<file path="src/rtl/cpu_ctrl_pkg.sv">
// Shared encodings for the CPU run controller: run states, host commands, halt reasons.
package cpu_ctrl_pkg;

   typedef enum logic [1:0] {
      ST_IDLE = 2'd0,
      ST_RUN  = 2'd1,
      ST_STEP = 2'd2,
      ST_HALT = 2'd3
   } run_state_t;

   typedef enum logic [1:0] {
      CMD_RUN   = 2'd0,
      CMD_STEP  = 2'd1,
      CMD_STOP  = 2'd2,
      CMD_CLEAR = 2'd3
   } cmd_t;

   typedef enum logic [1:0] {
      HR_NONE  = 2'd0,
      HR_BP    = 2'd1,
      HR_LIMIT = 2'd2,
      HR_STOP  = 2'd3
   } halt_t;

endpackage

</file>
<file path="src/rtl/trace_ring_buffer.sv">
// Circular PC/instruction trace store. A push into a full buffer overwrites the
// oldest entry and sets a sticky overflow flag; reads are combinational from the head.
module trace_ring_buffer #(
   parameter int WIDTH = 36,
   parameter int DEPTH = 8
) (
   input  logic                     clk,
   input  logic                     rst_n,
   input  logic                     push,
   input  logic                     pop,
   input  logic                     clear,
   input  logic [WIDTH-1:0]         din,
   output logic [WIDTH-1:0]         dout,
   output logic                     valid,
   output logic [$clog2(DEPTH):0]   count,
   output logic                     ovf
);

   localparam int PTR_W = $clog2(DEPTH);
   localparam int CNT_W = PTR_W + 1;

   logic [WIDTH-1:0] mem [DEPTH];
   logic [PTR_W-1:0] wr_ptr;
   logic [PTR_W-1:0] rd_ptr;
   logic [CNT_W-1:0] cnt_q;
   logic             ovf_q;
   logic             full;
   logic             pop_ok;
   logic             adv_rd;

   assign full   = (cnt_q == CNT_W'(DEPTH));
   assign pop_ok = pop && (cnt_q != '0);
   // A push into a full buffer drops the oldest entry, so the head moves too.
   assign adv_rd = pop_ok || (push && full);

   always_ff @(posedge clk) begin
      if (push) begin
         mem[wr_ptr] <= din;
      end
   end

   always_ff @(posedge clk or negedge rst_n) begin
      if (!rst_n) begin
         wr_ptr <= '0;
         rd_ptr <= '0;
         cnt_q  <= '0;
         ovf_q  <= 1'b0;
      end else if (clear) begin
         wr_ptr <= '0;
         rd_ptr <= '0;
         cnt_q  <= '0;
         ovf_q  <= 1'b0;
      end else begin
         if (push) begin
            wr_ptr <= wr_ptr + PTR_W'(1);
         end
         if (adv_rd) begin
            rd_ptr <= rd_ptr + PTR_W'(1);
         end
         if (push && !pop_ok && !full) begin
            cnt_q <= cnt_q + CNT_W'(1);
         end else if (pop_ok && !push) begin
            cnt_q <= cnt_q - CNT_W'(1);
         end
         if (push && full && !pop_ok) begin
            ovf_q <= 1'b1;
         end
      end
   end

   assign dout  = mem[rd_ptr];
   assign valid = (cnt_q != '0);
   assign count = cnt_q;
   assign ovf   = ovf_q;

endmodule

</file>
<file path="src/rtl/cpu_run_controller.sv">
// Run/step/stop/breakpoint controller gating the CPU core clock enable, with a
// saturating executed-cycle counter and a trace of every executed cycle.
//
// state   | meaning
// --------+-----------------------------------------------------------
// IDLE    | after reset or CLEAR; core frozen, waiting for RUN/STEP
// RUN     | core free-running until breakpoint, cycle limit or STOP
// STEP    | core executes exactly one cycle, then HALT
// HALT    | core frozen; halt_reason tells why; RUN/STEP resume
module cpu_run_controller
   import cpu_ctrl_pkg::*;
#(
   parameter int PC_W        = 16,
   parameter int INSTR_W     = 20,
   parameter int CYC_W       = 16,
   parameter int TRACE_DEPTH = 8
) (
   input  logic                          clk,
   input  logic                          rst_n,
   input  logic                          cmd_valid,
   input  logic [1:0]                    cmd,
   output logic                          cmd_ready,
   input  logic                          bp_en,
   input  logic [PC_W-1:0]               bp_pc,
   input  logic [CYC_W-1:0]              cyc_limit,
   input  logic [PC_W-1:0]               pc,
   input  logic [INSTR_W-1:0]            instruction,
   output logic                          cpu_en,
   output logic [1:0]                    state,
   output logic [CYC_W-1:0]              cycle_count,
   output logic [1:0]                    halt_reason,
   input  logic                          trace_rd,
   output logic                          trace_valid,
   output logic [PC_W+INSTR_W-1:0]       trace_data,
   output logic [$clog2(TRACE_DEPTH):0]  trace_count,
   output logic                          trace_ovf
);

   run_state_t       state_q, state_d;
   halt_t            reason_q, reason_d;
   logic             skip_q, skip_d;
   logic [CYC_W-1:0] count_q;
   cmd_t             cmd_c;
   logic             active;
   logic             bp_hit;
   logic             exec;
   logic             limit_hit;
   logic             cmd_fire;
   logic             stop_req;
   logic             clear_req;

   assign cmd_c  = cmd_t'(cmd);
   assign active = (state_q == ST_RUN) || (state_q == ST_STEP);
   // skip_q lets the instruction we halted on execute once before re-arming.
   assign bp_hit = active && bp_en && !skip_q && (pc == bp_pc);
   assign exec   = active && !bp_hit;

   assign cmd_ready = (state_q != ST_RUN) || (cmd_c == CMD_STOP);
   assign cmd_fire  = cmd_valid && cmd_ready;
   assign stop_req  = cmd_fire && (cmd_c == CMD_STOP);
   assign clear_req = cmd_fire && (cmd_c == CMD_CLEAR) && !active;

   assign limit_hit = exec && (cyc_limit != '0) && ((count_q + CYC_W'(1)) == cyc_limit);

   always_comb begin
      state_d  = state_q;
      reason_d = reason_q;
      skip_d   = exec ? 1'b0 : skip_q;
      case (state_q)
         ST_IDLE, ST_HALT: begin
            if (cmd_fire) begin
               case (cmd_c)
                  CMD_RUN:   state_d = ST_RUN;
                  CMD_STEP:  state_d = ST_STEP;
                  CMD_CLEAR: begin
                     state_d  = ST_IDLE;
                     reason_d = HR_NONE;
                     skip_d   = 1'b0;
                  end
                  default: ;
               endcase
            end
         end
         ST_RUN, ST_STEP: begin
            if (bp_hit) begin
               state_d  = ST_HALT;
               reason_d = HR_BP;
               skip_d   = 1'b1;
            end else if (limit_hit) begin
               state_d  = ST_HALT;
               reason_d = HR_LIMIT;
            end else if (stop_req) begin
               state_d  = ST_HALT;
               reason_d = HR_STOP;
            end else if (state_q == ST_STEP) begin
               state_d  = ST_HALT;
               reason_d = HR_NONE;
            end
         end
         default: state_d = ST_IDLE;
      endcase
   end

   always_ff @(posedge clk or negedge rst_n) begin
      if (!rst_n) begin
         state_q  <= ST_IDLE;
         reason_q <= HR_NONE;
         skip_q   <= 1'b0;
      end else begin
         state_q  <= state_d;
         reason_q <= reason_d;
         skip_q   <= skip_d;
      end
   end

   always_ff @(posedge clk or negedge rst_n) begin
      if (!rst_n) begin
         count_q <= '0;
      end else if (clear_req) begin
         count_q <= '0;
      end else if (exec && (count_q != '1)) begin
         count_q <= count_q + CYC_W'(1);
      end
   end

   trace_ring_buffer #(
      .WIDTH (PC_W + INSTR_W),
      .DEPTH (TRACE_DEPTH)
   ) u_trace (
      .clk   (clk),
      .rst_n (rst_n),
      .push  (exec),
      .pop   (trace_rd),
      .clear (clear_req),
      .din   ({pc, instruction}),
      .dout  (trace_data),
      .valid (trace_valid),
      .count (trace_count),
      .ovf   (trace_ovf)
   );

   assign cpu_en      = exec;
   assign state       = state_q;
   assign halt_reason = reason_q;
   assign cycle_count = count_q;

endmodule

</file>
<file path="config.mk">
export PLATFORM = sky130hd
export DESIGN_NAME = cpu_run_controller
export DESIGN_NICKNAME = d
export VERILOG_FILES = /design/src/rtl/cpu_ctrl_pkg.sv /design/src/rtl/trace_ring_buffer.sv /design/src/rtl/cpu_run_controller.sv
export SDC_FILE = /design/constraint.sdc
export NUM_CORES = 1
export LEC_CHECK = 0
export ABC_AREA = 1
export ABC_CLOCK_PERIOD_IN_PS = 4100
export CORE_ASPECT_RATIO = 1.75
export CORE_UTILIZATION = 55
export CTS_CLUSTER_DIAMETER = 80
export DETAILED_ROUTE_END_ITERATION = 12
export DONT_BUFFER_PORTS = 1
export PLACE_DENSITY_LB_ADDON = 0.25
export SYNTH_ARGS = -nofsm -noshare
export SYNTH_HDL_FRONTEND = slang
export SYNTH_HIERARCHICAL = 1
export SYNTH_SLANG_ARGS = --single-unit
</file>
<file path="constraint.sdc">
create_clock -name clk -period 4.1 [get_ports clk]
set_input_delay 1.23 -clock clk [delete_from_list [all_inputs] [get_ports clk]]
set_output_delay 1.23 -clock clk [all_outputs]
set_load 0.01 [all_outputs]
</file>
# After elaboration in Yosys (flattened, before gate mapping)

Memory sizes are Yosys's and may differ from the RTL's.
Cells that the tools add are included.

Add/sub/neg operators: 5
$mul: 0
Div/mod/pow operators: 0
Magnitude comparators: 0
Eq/ne operators: 15
Shift-type cells: 0
Mux-type cells: 32
Bitwise logic cells: 0
Reductions and logical operators: 39

Operator list:

| cell                                                | count |
|---|---|
| equality test 16 bit                                | 2 |
| 2-to-1 mux 16 bit                                   | 2 |
| 2-to-1 mux 2 bit                                    | 11 |
| logical AND 1 bit                                   | 17 |
| adder 16 x 1 -> 16 bit, second input constant       | 1 |
| != test 16 bit, second input constant               | 1 |
| nonzero test 16 bit                                 | 1 |
| 2-to-1 mux 3 bit                                    | 4 |
| 2-to-1 mux 4 bit                                    | 3 |
| equality test 2 bit, second input constant          | 4 |
| 2-to-1 mux 1 bit                                    | 8 |
| one-hot mux 2 bit (2 select lines)                  | 2 |
| nonzero test 2 bit                                  | 4 |
| adder 3 x 1 -> 3 bit, second input constant         | 2 |
| logical NOT 1 bit                                   | 6 |
| one-hot mux 2 bit (3 select lines)                  | 1 |
| AND reduction 3 bit                                 | 2 |
| != test 5 bit, second input constant                | 1 |
| adder 4 x 1 -> 4 bit, second input constant         | 1 |
| equality test 2 x 1 -> 1 bit, second input constant | 2 |
| equality test 4 bit, second input constant          | 1 |
| logical NOT 2 bit                                   | 2 |
| != test 2 bit, second input constant                | 2 |
| != test 4 x 2 -> 1 bit, second input constant       | 1 |
| 7 further kinds                                     | 10 |

Flip-flop bits (word level): 32
Bits in latches: 0
Bits in writable memories: 288
Bits in read-only memories: 0
Logic and storage cells: 100
Memories kept: 1

Memory list:

| memory      | depth | width | rd ports | clocked after memory_dff | wr ports | line                    | RTL |
|---|---|---|---|---|---|---|---|
| u_trace.mem | 8     | 36    | 1        | 0                        | 1        | trace_ring_buffer.sv:22 | `logic [WIDTH-1:0] mem [DEPTH];` |

# Longest topological paths before layout

Word-level depth: 12
Mapped depth: 19
Gate-level depth less buffers: 19

# By module

Netlist, hierarchy kept.

Modules (own cells, without submodules):

| module             | instances | cells each | area each (um2) | seq. area each (um2) |
|---|---|---|---|---|
| trace_ring_buffer  | 1         | 904        | 11,763.8        | 8,923.6 |
| cpu_run_controller | 1         | 332        | 2,059.5         | 525.5 |

# Worst setup path after synthesis

Ideal clock, no wire load.

Path kind: input-to-reg
Start point: input port pc[5]
End point: memory u_trace.mem[0][0] (enable)
Data arrival time: 3.844 ns
Required time: 3.671 ns
Path slack: -0.173 ns
Cell stages on the path: 12
Path buffers: 0
Cells stage by stage: nand2_1 inv_1 nor2_1 nor2_1 nand2_1 nor2_1 nand3_1 nand2_1 inv_2 inv_1 or2_2 nor2_1

Longest elaborated chain between the ends: 6

RTL lines:

| element                                | line                     | RTL |
|---|---|---|
| start, declared                        | cpu_run_controller.sv:26 | `input logic [PC_W-1:0] pc,` |
| equality test 16 bit                   | cpu_run_controller.sv:55 | `assign bp_hit = active && bp_en && !skip_q && (pc == bp_pc);` |
| logical AND 1 bit                      | cpu_run_controller.sv:55 |  |
| logical NOT 1 bit                      | cpu_run_controller.sv:56 | `assign exec = active && !bp_hit;` |
| logical AND 1 bit                      | cpu_run_controller.sv:56 |  |
| named net cpu_en                       | cpu_run_controller.sv:28 | `output logic cpu_en,` |
| 2-to-1 mux 1 bit                       | trace_ring_buffer.sv:37  | `if (push) begin` |
| 2-to-1 mux 1 bit (not written as such) | trace_ring_buffer.sv:38  | `mem[wr_ptr] <= din;` |
| end, declared                          | trace_ring_buffer.sv:22  |  |

The timed path passes the listed nets, and every way through them passes these cells.

# Worst setup path after layout

Start point: register u_trace.rd_ptr[0]
End point: output port trace_data[35]

Longest elaborated chain between the ends: 1

RTL lines:

| element                | line                     | RTL |
|---|---|---|
| start, declared        | trace_ring_buffer.sv:24  | `logic [PTR_W-1:0] rd_ptr;` |
| start signal, assigned | trace_ring_buffer.sv:58  | `rd_ptr <= rd_ptr + PTR_W'(1);` |
| memory (8 x 36 bit)    | -                        |  |
| end, declared          | cpu_run_controller.sv:34 | `output logic [PC_W+INSTR_W-1:0] trace_data,` |

Every way passes these cells.

==> results.txt <==
----------------------------------------------------
[Status]
  Run status ... complete, no violations

[Critical path]
  Number of logic stages on the critical path including buffering ... 6
  Delay of the slowest cell on the worst path ... 730 ps
  CP dominant cell by count ... sky130_fd_sc_hd__buf_4
  Cell count of the worst reg-to-reg path ... 14
  Max FO, Critical Path ... 37
  Crit. End Element ... output port
  Kind of critical path ... register to output port
  Sequence of cells on the critical path ... buf_4 -> o21ai_0 -> o22ai_1 -> nor2_1 -> a31oi_1 -> buf_4
  Critical path's slowest cell ... sky130_fd_sc_hd__dfrtp_4
  CP bufs+invs ... 2
  Critical Path Source Type ... register
  Data arrival at the endpoint of the critical path ... 2730 ps
  Worst Setup SP ... u_trace/rd_ptr[0]$_DFFE_PN0P_
  Worst path required time ... 2870 ps
  Startpoint of the lowest-slack register-to-register path ... state[0]$_DFFE_PN0P_
  Dominant delay contributor by cell family on the critical path ... flip-flops

[Clock tree]
  Post-cts sizing count ... 0
  Maximum root-to-sink buffer count ... 3
  Depth of the CTS H-tree ... 1
  Clk pin slew, worst setup/hold paths ... 70 ps
  Setup repair bufs after CTS ... 0
  Number of buffers created by CTS ... 28
  Clock insertion delay at the later pin of the skew report ... 550 ps
  Root Buffer Master ... sky130_fd_sc_hd__clkbuf_16
  Quantity of hold-fixing buffers added after cts ... 0
  Number of sinks driven by the clock tree ... 320
  Clock tree from TritonCTS ... built

[Finish]
  Post-layout util ... 62.27%
  Leading cell type in the layout, fill and taps excluded ... sky130_fd_sc_hd__nor2_1
  Area occupied by multi-input gates ... 0.003866 mm^2
  Layout filler cell count ... 1867
  Combined flip-flop and latch cell area ... 0.009454 mm^2
  Top library cells by usage in the layout, fill and taps aside ... sky130_fd_sc_hd__nor2_1 (300), sky130_fd_sc_hd__edfxtp_1 (288), sky130_fd_sc_hd__o21ai_0 (142)
  Fraction of layout cells with a size suffix above 1 ... 9.120%
  Net count of the finished layout ... 1326
  Synth-to-Final Area Change ... 10.94%
  Post-Layout Cell Count ... 1573
  Diode insertion count for antenna repair ... 0

[Logic synthesis]
  Share of synthesized registers carrying an async set or reset ... 10.00%
  Synthesized instance count ... 1236
  Number of nets produced by synthesis ... 1323
  Number of storage elements in the synthesis netlist ... 320
  EDFF count, synth ... 288
  Proportion of synthesized chip area in sequential cells ... 68.36%
  Mapped Area ... 0.01382 mm^2
  Most used flip-flop cell after synthesis ... sky130_fd_sc_hd__edfxtp_1
  Cell variety after synth ... 37
  Mean Syn Cell Area ... 11.18 um^2
  Number of warnings reported in the yosys synthesis log ... 6

[Timing]
  Min Hold Slack ... 365.8 ps
  Tcrit/Tclk final ... 96.68%
  Aggregate negative setup slack ... 0 ps
  Setup repair after global routing missed its margin ... false
  Slew margin rel. ... 43.29%
  Actual slew at the worst max-slew pin ... 850.7 ps
  Final Slew Violations ... 0
  Fmax ... 252.3 MHz
  Final setup violation count ... 0
  Final worst clock skew ... 8.940 ps
  Post-route minimum period ... 3964 ps
  Final hold vios ... 0

[Job]
  Reported max-cap violation count ... 0

[Route]
  Met1 layer wirelength in the final routing ... 11520 um
  Total met2 wirelength after detailed routing ... 17110 um
  Detailed-route wire length per cell ... 20.01 um
  Topmost layer with routed signal wires ... met4
  Detailed Route Iter0 Violations ... 694
  Routed length on met3 ... 1990 um
  Via density per instance ... 5.821
  Routed via count ... 9156
  Routed Wire Length ... 31470 um
  Detailed-routing iteration count for the pre-antenna-repair pass ... 7
  Antenna viol nets, final ... 0
  Drc violations ... 0

[Die]
  X dimension of the die ... 121.8 um
  Starting utilization of the core area ... 56.13%
  Placeable core region ... 0.02463 mm^2
  Height of the die ... 211.7 um
  Number of placement rows ... 76
  Top Ports ... 139
  Overall die area ... 0.02580 mm^2

[Placement]
  Count of buffers from port buffering ... 0
  Cell count after placement ... 1521
  HPWL after detailed placement ... 20000 um
  Global placement routability congestion ... 0.8763

[Global route]
  Pin count of the biggest net entering global routing ... 77
  Final global-route overflow total ... 0
  First-pass GRT wire length ... 48820 um
  Vias in the first global route ... 9286
  Combined global-route utilization of all metal layers ... 24.97%
  Number of antenna violations at the first check in global routing ... 0

[Power]
  Static leakage ... 5.493 nW
  Pwr Density ... 782.2 mW/mm^2
  Design Power ... 12.00 mW
  Worst vdd rail ir drop ... 0.7128 mV

[Hold path]
  Path class of the lowest-slack min-delay path ... input pin to asynchronous set/reset pin

----------------------------------------------------
cell families after synthesis:
| logic type | Yosys count | synth area share [%] |
|---|---|---|
| fa+ha+maj | 12 | 1.140 |
| compound gates | 252 | 10.05 |
| buf+inv | 127 | 4.109 |
| xor+xnor | 19 | 1.503 |
| simple gates | 506 | 14.84 |
| flops | 320 | 68.36 |
registers in the layout (all words and copies together), names as in the netlist:
name            cells
cycle_count        16
halt_reason         2
skip_q              1
state               2
u_trace/count       4
u_trace/mem       288
u_trace/ovf         1
u_trace/rd_ptr      3
u_trace/wr_ptr      3
Yosys cell counts, types with 9 or more instances:
cell,n,area (um^2)
sky130_fd_sc_hd__nor2_1,308,1156
sky130_fd_sc_hd__a31oi_1,36,225.2
sky130_fd_sc_hd__clkbuf_1,19,71.32
sky130_fd_sc_hd__xnor2_1,9,78.83
sky130_fd_sc_hd__o21ai_0,142,710.7
sky130_fd_sc_hd__ha_1,11,137.6
sky130_fd_sc_hd__nand3_1,45,225.2
sky130_fd_sc_hd__dfrtp_1,32,800.8
sky130_fd_sc_hd__o22ai_1,45,281.5
sky130_fd_sc_hd__nand2_1,128,480.5
sky130_fd_sc_hd__buf_2,22,110.1
sky130_fd_sc_hd__inv_1,65,244.0
sky130_fd_sc_hd__o21ai_1,16,80.08
sky130_fd_sc_hd__edfxtp_1,288,8648
worst paths after layout:
path                       slack (ps)                       endpoint
max in group asynchronous        3620  u_trace/rd_ptr[0]$_DFFE_PN0P_
min reg2reg                       520               skip_q$_DFF_PN0_
max                               140                 trace_data[35]
max reg2reg                      1010   u_trace/mem[6][12]$_DFFE_PP_
min                               370     cycle_count[3]$_DFFE_PN0P_
min in group clk                  520               skip_q$_DFF_PN0_
power breakdown:
part           switching [mW]  total (mW)  internal [mW]
clock                    1.17        2.72           1.55
sequential              0.437        4.85           4.42
combinational            3.07        4.42           1.35
worst reg2reg max path, cell delays in order (launching register included):
cell and delay [ps]:
sky130_fd_sc_hd__dfrtp_1 470, sky130_fd_sc_hd__inv_1 70, sky130_fd_sc_hd__ha_1 380, sky130_fd_sc_hd__inv_2 110
sky130_fd_sc_hd__nand2_1 70, sky130_fd_sc_hd__nor2_1 40, sky130_fd_sc_hd__nand3_1 70, sky130_fd_sc_hd__nor2_1 50
sky130_fd_sc_hd__nand3_1 130, sky130_fd_sc_hd__nand2_1 100, sky130_fd_sc_hd__inv_2 170, sky130_fd_sc_hd__inv_1 160
sky130_fd_sc_hd__or2_2 410, sky130_fd_sc_hd__nor2_4 310, sky130_fd_sc_hd__buf_12 250
routing by layer:
metal,up-vias,track usage [%]
met5,-,0
met4,0,9.110
met3,50,4.445
met2,299,46.60
met1,4470,27.71
li1,4337,-
cell type report:
cell class | count | area share [%]
Clock buffer | 38 | 5.629
Sequential cell | 320 | 61.65
Timing Repair Buffer | 28 | 2.431
Inverter | 72 | 1.795
Multi-Input combinational cell | 789 | 25.21
Clock inverter | 14 | 0.7424
Tap cell | 312 | 2.545
stage by stage:
step | setup WS, ps | area [um^2]
global route | 51.83 | 15340
global placement | 462.2 | 14360
finish | 136.2 | 15340
detailed placement | 403.3 | 14360
CTS | 104.0 | 15330
floorplan | -172.9 | 13820
(Power assumes the default switching activity.)
